<file path="config.mk">
export PLATFORM = sky130hd
export DESIGN_NAME = core_seq_ctrl
export DESIGN_NICKNAME = d
export VERILOG_FILES = /design/src/rtl/core_seq_pkg.sv /design/src/rtl/core_seq_ctrl.sv
export SDC_FILE = /design/constraint.sdc
export NUM_CORES = 1
export LEC_CHECK = 0
export ABC_AREA = 1
export BUFFER_PORTS_ARGS = -buffer_cell sky130_fd_sc_hd__buf_2
export CAP_MARGIN = 20
export CORE_MARGIN = 2
export CORE_UTILIZATION = 30
export DETAILED_ROUTE_END_ITERATION = 6
export SLEW_MARGIN = 20
export SYNTH_ARGS = -nofsm -noshare
export SYNTH_HDL_FRONTEND = slang
export SYNTH_SLANG_ARGS = --single-unit
</file>
<file path="constraint.sdc">
create_clock -name clk -period 3.97 [get_ports clk]
set_input_delay 0.397 -clock clk [delete_from_list [all_inputs] [get_ports clk]]
set_output_delay 0.397 -clock clk [all_outputs]
set_load 0.1 [all_outputs]
</file>
<file path="src/rtl/core_seq_pkg.sv">
// Shared definitions for the MAC-core instruction sequencer: FSM state codes,
// instruction-word bit positions, the idle instruction word and default sizes.
package core_seq_pkg;

   // Default array geometry and address/length widths
   localparam int ROW_DEF    = 8;
   localparam int COL_DEF    = 8;
   localparam int ADDR_W_DEF = 11;
   localparam int LEN_W_DEF  = 11;

   // FSM state codes, kept as plain constants for legacy tool compatibility
   localparam logic [2:0] ST_IDLE   = 3'd0;
   localparam logic [2:0] ST_WFETCH = 3'd1;
   localparam logic [2:0] ST_WLOAD  = 3'd2;
   localparam logic [2:0] ST_XFETCH = 3'd3;
   localparam logic [2:0] ST_EXEC   = 3'd4;
   localparam logic [2:0] ST_FLUSH  = 3'd5;
   localparam logic [2:0] ST_DRAIN  = 3'd6;
   localparam logic [2:0] ST_DONE   = 3'd7;

   // Instruction word bit positions (CEN/WEN are active-low)
   localparam int B_OUT_EN   = 35;
   localparam int B_MODE     = 34;
   localparam int B_ACC      = 33;
   localparam int B_CEN_P    = 32;
   localparam int B_WEN_P    = 31;
   localparam int B_PADDR_HI = 30;
   localparam int B_PADDR_LO = 20;
   localparam int B_CEN_X    = 19;
   localparam int B_WEN_X    = 18;
   localparam int B_XADDR_HI = 17;
   localparam int B_XADDR_LO = 7;
   localparam int B_OFIFO_RD = 6;
   localparam int B_IFIFO_WR = 5;
   localparam int B_IFIFO_RD = 4;
   localparam int B_L0_RD    = 3;
   localparam int B_L0_WR    = 2;
   localparam int B_EXECUTE  = 1;
   localparam int B_LOAD     = 0;

   // Both memories deselected, every strobe low
   localparam logic [35:0] IDLE_INST = 36'h1_800C_0000;

endpackage

</file>
<file path="src/rtl/core_seq_ctrl.sv">
// Instruction sequencer for the MAC core. Steps one tile through weight fetch,
// array load, activation fetch, execute, flush and output drain, producing
// the 36-bit core instruction word each cycle.
module core_seq_ctrl
   import core_seq_pkg::*;
#(
   parameter int row    = ROW_DEF,
   parameter int col    = COL_DEF,
   parameter int addr_w = ADDR_W_DEF,
   parameter int len_w  = LEN_W_DEF
)(
   input  logic              clk,
   input  logic              reset,
   input  logic              start,
   input  logic              cfg_mode,
   input  logic              cfg_acc,
   input  logic [addr_w-1:0] cfg_w_base,
   input  logic [addr_w-1:0] cfg_x_base,
   input  logic [addr_w-1:0] cfg_p_base,
   input  logic [len_w-1:0]  cfg_len,
   input  logic              ofifo_valid,
   output logic [35:0]       inst,
   output logic              busy,
   output logic              done
);

   // Phase counter must span both row+col and the vector count N
   localparam int PH_W = len_w + 1;
   localparam logic [PH_W-1:0]  PH_ZERO  = {PH_W{1'b0}};
   localparam logic [PH_W-1:0]  PH_ONE   = {{(PH_W-1){1'b0}}, 1'b1};
   localparam logic [PH_W-1:0]  PH_ROW   = PH_W'(row);
   localparam logic [PH_W-1:0]  PH_RC_M1 = PH_W'(row + col - 1);
   localparam logic [len_w-1:0] LEN_ZERO = {len_w{1'b0}};
   localparam logic [len_w-1:0] LEN_ONE  = {{(len_w-1){1'b0}}, 1'b1};

   logic [2:0]        state_q, state_d;
   logic [PH_W-1:0]   phase_q, phase_d;
   logic [len_w-1:0]  out_cnt_q, out_cnt_d;
   logic              pend_q, pend_d;
   logic              busy_q, done_q;
   logic              mode_q, acc_q;
   logic [addr_w-1:0] w_base_q, x_base_q, p_base_q;
   logic [len_w-1:0]  len_q;
   logic              rd_s;
   logic [len_w:0]    issued_s;
   logic [35:0]       inst_s;

   assign issued_s = {1'b0, out_cnt_q} + {{len_w{1'b0}}, pend_q};

   // Next-state, phase counter and drain bookkeeping
   always_comb begin
      state_d   = state_q;
      phase_d   = phase_q;
      out_cnt_d = out_cnt_q;
      pend_d    = pend_q;
      rd_s      = 1'b0;
      case (state_q)
         ST_IDLE: begin
            phase_d   = PH_ZERO;
            out_cnt_d = LEN_ZERO;
            pend_d    = 1'b0;
            if (start) begin
               if (cfg_len != LEN_ZERO) begin
                  state_d = ST_WFETCH;
               end else begin
                  state_d = ST_DONE;
               end
            end else begin
               state_d = ST_IDLE;
            end
         end
         ST_WFETCH: begin
            if (phase_q == PH_ROW) begin
               state_d = ST_WLOAD;
               phase_d = PH_ZERO;
            end else begin
               phase_d = phase_q + PH_ONE;
            end
         end
         ST_WLOAD: begin
            if (phase_q == PH_RC_M1) begin
               state_d = ST_XFETCH;
               phase_d = PH_ZERO;
            end else begin
               phase_d = phase_q + PH_ONE;
            end
         end
         ST_XFETCH: begin
            if (phase_q == {1'b0, len_q}) begin
               state_d = ST_EXEC;
               phase_d = PH_ZERO;
            end else begin
               phase_d = phase_q + PH_ONE;
            end
         end
         ST_EXEC: begin
            if (phase_q == ({1'b0, len_q} - PH_ONE)) begin
               state_d = ST_FLUSH;
               phase_d = PH_ZERO;
            end else begin
               phase_d = phase_q + PH_ONE;
            end
         end
         ST_FLUSH: begin
            if (phase_q == PH_RC_M1) begin
               state_d = ST_DRAIN;
               phase_d = PH_ZERO;
            end else begin
               phase_d = phase_q + PH_ONE;
            end
         end
         ST_DRAIN: begin
            // A read is only issued when data is present and more rows are owed
            rd_s   = ofifo_valid && (issued_s < {1'b0, len_q});
            pend_d = rd_s;
            if (pend_q) begin
               out_cnt_d = out_cnt_q + LEN_ONE;
               if ((out_cnt_q + LEN_ONE) == len_q) begin
                  state_d = ST_DONE;
               end else begin
                  state_d = ST_DRAIN;
               end
            end else begin
               out_cnt_d = out_cnt_q;
            end
         end
         ST_DONE: begin
            state_d = ST_IDLE;
         end
         default: begin
            state_d = ST_IDLE;
         end
      endcase
   end

   // State, counters and status flags
   always_ff @(posedge clk) begin
      if (reset) begin
         state_q   <= ST_IDLE;
         phase_q   <= PH_ZERO;
         out_cnt_q <= LEN_ZERO;
         pend_q    <= 1'b0;
         busy_q    <= 1'b0;
         done_q    <= 1'b0;
      end else begin
         state_q   <= state_d;
         phase_q   <= phase_d;
         out_cnt_q <= out_cnt_d;
         pend_q    <= pend_d;
         busy_q    <= (state_d != ST_IDLE);
         done_q    <= (state_d == ST_DONE);
      end
   end

   // Tile configuration captured on an accepted start
   always_ff @(posedge clk) begin
      if (reset) begin
         mode_q   <= 1'b0;
         acc_q    <= 1'b0;
         w_base_q <= {addr_w{1'b0}};
         x_base_q <= {addr_w{1'b0}};
         p_base_q <= {addr_w{1'b0}};
         len_q    <= LEN_ZERO;
      end else if ((state_q == ST_IDLE) && start) begin
         mode_q   <= cfg_mode;
         acc_q    <= cfg_acc;
         w_base_q <= cfg_w_base;
         x_base_q <= cfg_x_base;
         p_base_q <= cfg_p_base;
         len_q    <= cfg_len;
      end else begin
         mode_q   <= mode_q;
         acc_q    <= acc_q;
         w_base_q <= w_base_q;
         x_base_q <= x_base_q;
         p_base_q <= p_base_q;
         len_q    <= len_q;
      end
   end

   // Instruction decode from registered state; only ofifo_rd follows ofifo_valid
   always_comb begin
      inst_s = IDLE_INST;
      if ((state_q != ST_IDLE) && (state_q != ST_DONE)) begin
         inst_s[B_MODE] = mode_q;
         inst_s[B_ACC]  = acc_q;
      end else begin
         inst_s[B_MODE] = 1'b0;
         inst_s[B_ACC]  = 1'b0;
      end
      case (state_q)
         ST_WFETCH: begin
            if (phase_q < PH_ROW) begin
               inst_s[B_CEN_X] = 1'b0;
               inst_s[B_XADDR_HI:B_XADDR_LO] = w_base_q + addr_w'(phase_q);
            end else begin
               inst_s[B_CEN_X] = 1'b1;
            end
            inst_s[B_L0_WR] = (phase_q != PH_ZERO);
         end
         ST_WLOAD: begin
            inst_s[B_L0_RD] = 1'b1;
            inst_s[B_LOAD]  = 1'b1;
         end
         ST_XFETCH: begin
            if (phase_q < {1'b0, len_q}) begin
               inst_s[B_CEN_X] = 1'b0;
               inst_s[B_XADDR_HI:B_XADDR_LO] = x_base_q + addr_w'(phase_q);
            end else begin
               inst_s[B_CEN_X] = 1'b1;
            end
            inst_s[B_L0_WR] = (phase_q != PH_ZERO);
         end
         ST_EXEC: begin
            inst_s[B_L0_RD]   = 1'b1;
            inst_s[B_EXECUTE] = 1'b1;
         end
         ST_FLUSH: begin
            inst_s[B_EXECUTE] = 1'b1;
         end
         ST_DRAIN: begin
            inst_s[B_OUT_EN]   = 1'b1;
            inst_s[B_OFIFO_RD] = rd_s;
            if (pend_q) begin
               inst_s[B_CEN_P] = 1'b0;
               inst_s[B_WEN_P] = 1'b0;
               inst_s[B_PADDR_HI:B_PADDR_LO] = p_base_q + addr_w'(out_cnt_q);
            end else begin
               inst_s[B_CEN_P] = 1'b1;
               inst_s[B_WEN_P] = 1'b1;
            end
         end
         default: begin
            inst_s = IDLE_INST;
         end
      endcase
   end

   assign inst = inst_s;
   assign busy = busy_q;
   assign done = done_q;

endmodule

</file>
; ---- Word-level counts from Yosys, hierarchy flattened
; Index checks and enable logic that the tools add are counted.
[totals]
inputBits = 50
elab_cells = 88
out_inout_bits = 38
reg_bits = 75
[classes]
addsub = 7
n_eq_ne = 15
reduce_logical = 16
n_mux = 35
order_cmp = 3
[ops]
columns = cell, n
row1 = one-hot mux 12 bit (5 select lines), 1
row2 = 2-to-1 mux 12 bit, 4
row3 = 2-to-1 mux 11 bit, 4
row4 = one-hot mux 11 bit (2 select lines), 2
row5 = adder 11 bit, 3
row6 = "== test 12 x 4 -> 1 bit, second input constant", 2
row7 = < comparator 12 x 11 -> 1 bit, 2
row8 = 2-to-1 mux 3 bit, 8
row9 = one-hot mux 3 bit (8 select lines), 1
row10 = "== test 3 bit, second input constant", 5
row11 = 2-to-1 mux 13 bit, 1
row12 = adder 11 x 1 -> 12 bit, 1
row13 = "adder 12 x 1 -> 12 bit, second input constant", 1
row14 = == test 12 x 11 -> 1 bit, 1
row15 = == test 12 bit, 1
row16 = "< comparator 12 x 4 -> 1 bit, second input constant", 1
row17 = nonzero test 12 bit, 1
row18 = "subtractor 11 x 1 -> 12 bit, second input constant", 1
row19 = "adder 11 x 1 -> 11 bit, second input constant", 1
row20 = == test 11 bit, 1
row21 = nonzero test 11 bit, 1
row22 = 2-to-1 mux 1 bit, 9
row23 = OR reduction 2 bit, 4
row24 = "== test 3 x 2 -> 1 bit, second input constant", 2
row25 = other kinds (12), 18

; ---- Logic depth before layout (Yosys ltp)
[logic_depth]
ltp_word = 6
mapped_depth = 17
ltp_nobuf = 17

; ---- Worst setup path after synthesis
; Ideal clock, no wire load.
[synth_timing]
path_kind = flip-flop to output port
start = register state_q[1]
end = output port inst[22]
stages_incl_launch_ff = 10
t_required_ns = 3.573
setup_slack_ns = -0.571
arrival_time_ns = 4.144
path_buffers = 1
path_cell_list = dfxtp_1 inv_1 nor2_1 inv_1 nor2_4 nand2_1 inv_1 buf_2 o21ai_0 a21oi_1
[synth_between]
elab_chain_cells = 2
[synth_lines]
columns = element, line_no
row1 = "start, declared", core_seq_ctrl.sv:36  ; logic [2:0] state_q, state_d;
row2 = "start signal, assigned", core_seq_ctrl.sv:146  ; state_q <= state_d;
row3 = == test 3 bit, core_seq_ctrl.sv:191  ; case (state_q)
row4 = 2-to-1 mux 13 bit, core_seq_ctrl.sv:191
row5 = "end, declared", core_seq_ctrl.sv:22  ; output logic [35:0] inst,
; No other way between the ends.

; ---- Worst setup path after layout
[layout_timing]
start = register out_cnt_q[0]
end = output port inst[6]
[layout_between]
elab_chain_cells = 4
[layout_lines]
columns = element, line_no
row1 = "start, declared", core_seq_ctrl.sv:38  ; logic [len_w-1:0] out_cnt_q, out_cnt_d;
row2 = "start signal, assigned", core_seq_ctrl.sv:148  ; out_cnt_q <= out_cnt_d;
row3 = adder 11 x 1 -> 12 bit, core_seq_ctrl.sv:48  ; assign issued_s = {1'b0, out_cnt_q} + {{len_w{1'b0}}, pend_q};
row4 = < comparator 12 x 11 -> 1 bit, core_seq_ctrl.sv:114  ; rd_s = ofifo_valid && (issued_s < {1'b0, len_q});
row5 = logical AND 1 bit, core_seq_ctrl.sv:114
row6 = 2-to-1 mux 1 bit, core_seq_ctrl.sv:191
; No other way between the ends.

==> metrics <==
power share of the sequential group=0.371; placer congestion estimate=0.877; RSZ-0062 raised after global routing=false; CTS H-tree lvls=3; Synth Flop Type=dfxtp_1; clock network power share=0.432; CP Class=reg -> out; GRT Total Usage=0.179; clock skew=9.56 ps; Cell Rows=51; layout cells sized above 1=0.131; leakage=3.22 nW; Yosys warnings=0; DP HPWL=14300 um; Num CTS Buffers=9; setup bufs post-CTS=0; area leader, netlist=dfxtp_1; synthesized cell area=6020 um2; DR vias=6319; Filler cells=2167; antenna cell count=0; final period utilization=0.880; crit path time final=3500 ps; Comb pwr share=0.197; flops & latches, synth=75; placed inst area=6690 um2; post-synthesis sequential area ratio=0.249; fin area=7040 um2; worst path required time=3570 ps; top cell type's share of synthesized area=0.249; Worst setup EP type=output pin; crit start category=register; Crit. Startpoint=out_cnt_q[0]$_SDFFE_PP0P_; CTS clock-pin slew for the worst setup and hold paths=60 ps; worst-path maximum fanout=7; Initial Util=0.307; Routed wire per std cell=14.9 um; Power Density=317 nW/um2; die height=146 um; Reg2Reg Launch Point=len_q[7]$_SDFFE_PP0P_; Boundary Pins=88; Mapped Cells=932; Overflow after GRT=0; Final Core Density=0.359; clk_lat worst skew=350 ps; Mapped Avg Cell Area=6.46 um2; Hold WS=318 ps; vias in the first global route=5822; Final #Nets=1111; f_max=286 MHz; die width=146 um; synth unique cells=45; CTS root buffer=clkbuf_16; Sw Share=0.304; Final Setup Violations=0; die area=21200 um2; port bufs=84; cts hold-fix bufs=0; Clock Tree Buf Depth=2; Hold Crit Class=in -> reg; worst slew pin tran=711 ps; Synth area leaders=dfxtp_1, nand2_1, ha_1, a21oi_1, nand3_1; min-delay src=cfg_x_base[10]; largest net degree at the start of global routing=57; Max-slew headroom=0.526; first-pass GRT wire length=30600 um; Synth async-reset ratio=0; final hold violations=0; DR iter-0 viols=435; synth-to-layout area growth=16.9%; Final Slew Violations=0; EDFF count, synth=0; crit path DAT=3100 ps; DRC viols=0; Sw Pwr=678 uW; initial antenna violation count=0; vias per cell=4.98; Pre-Repair DR Iteration Count=7; cell with the most instances after synthesis=nand2_1; Worst VDD drop=0.000213 V; Max-Cap Viols=0; outcome=finished clean; post-route ant nets=0; core area=19600 um2; Int Power=1.55 mW; TritonCTS clock tree=built; clk sinks=75; Post-synth top cells=nand2_1, a21oi_1, nand3_1; Post-CTS Resized=0; Post-Route WL=18900 um
area by class of cell:
cell class | instances | area, um2 | area share
Timing Repair Buffer | 91 | 473 | 0.0672
Clock inverter | 4 | 98.8 | 0.0140
Clock buffer | 11 | 243 | 0.0345
Sequential cell | 75 | 1500 | 0.213
Multi-Input combinational cell | 743 | 4080 | 0.580
Tap cell | 265 | 332 | 0.0471
Inverter | 81 | 304 | 0.0432
sequential cells by signal (all words and copies together), names as in the netlist, 3 cells and up:
| register | cells |
|---|---|
| x_base_q | 11 |
| p_base_q | 11 |
| w_base_q | 11 |
| out_cnt_q | 11 |
| state_q | 3 |
| phase_q | 12 |
| len_q | 11 |
layer usage:
layer	part of all wire	vias up	global-route usage
li1	-	3276	-
met4	0.0090	0	0.0377
met3	0.069	12	0.0361
met5	0	-	0
met1	0.49	2852	0.256
met2	0.44	179	0.280
power by group through the flow:
stage               combinational (mW)  clock (mW)  sequential [mW]
finish                           0.440       0.964            0.829
global route                     0.495        1.01            0.834
CTS                              0.439       0.983            0.829
detailed placement               0.437           0            0.845
global placement                 0.433           0            0.845
floorplan                        0.324           0            0.837
metrics by stage:
stage / setup slack (ps) / total power [mW] / cells / setup TNS (ps)
finish: 474 / 2.23 / 1270 / 0
floorplan: -129 / 1.16 / 933 / -490
CTS: 483 / 2.25 / 1270 / 0
detailed placement: 846 / 1.28 / 1255 / 0
global route: 210 / 2.34 / 1270 / 0
global placement: 910 / 1.28 / 1255 / 0
worst max-delay path: stages, from the launching register on:
cell	delay, ps
dfxtp_1	460
ha_1	210
ha_1	180
nand3_1	150
nor3_1	290
nand2_1	110
xor2_1	150
ha_1	270
nand2_1	80
o211ai_1	80
a21oi_1	120
nand4_1	150
inv_1	80
buf_2	420
path summary, 6_finish.rpt:
kind,end,slack (ps),cells after the start
max,inst[6],470,13
min,x_base_q[10]$_SDFFE_PP0P_,320,3
max reg2reg,phase_q[4]$_SDFFE_PP0P_,1430,11
min reg2reg,acc_q$_SDFFE_PP0P_,460,2
cell usage in the layout, fill, tap and decap left out, types with 2 or more instances in the layout:
master and instances:
clkinv_1 2, or2_0 2, bufinv_16 3, nand3_1 97
inv_2 2, nand3b_1 5, clkbuf_16 9, a21oi_1 119
xnor2_1 10, ha_1 57, nand4_1 9, nor2_2 4
nor3_1 12, and2_1 2, o21ai_2 2, o2111ai_1 6
a22o_1 2, buf_2 84, conb_1 3, dfxtp_1 75
xor2_1 18, o21a_1 3, nand2_1 222, inv_1 77
nor2_4 2, or2_2 5, nor2_1 77, buf_4 7
a21oi_2 7, o22ai_1 7, o21ai_0 54, nand2_2 3
o211ai_1 2, fa_1 3
logic make-up after synthesis:
| kind of cell | count (synthesis) | synth area share |
|---|---|---|
| buffers and inverters | 115 | 0.0773 |
| other | 2 | 0.00125 |
| XOR/XNOR | 28 | 0.0407 |
| flip-flops | 75 | 0.249 |
| adder cells (fa/ha/maj) | 60 | 0.128 |
| AO/OA/AOI/OAI | 207 | 0.183 |
| AND/OR/NAND/NOR | 445 | 0.319 |
Power figures use the tool's default switching activity.
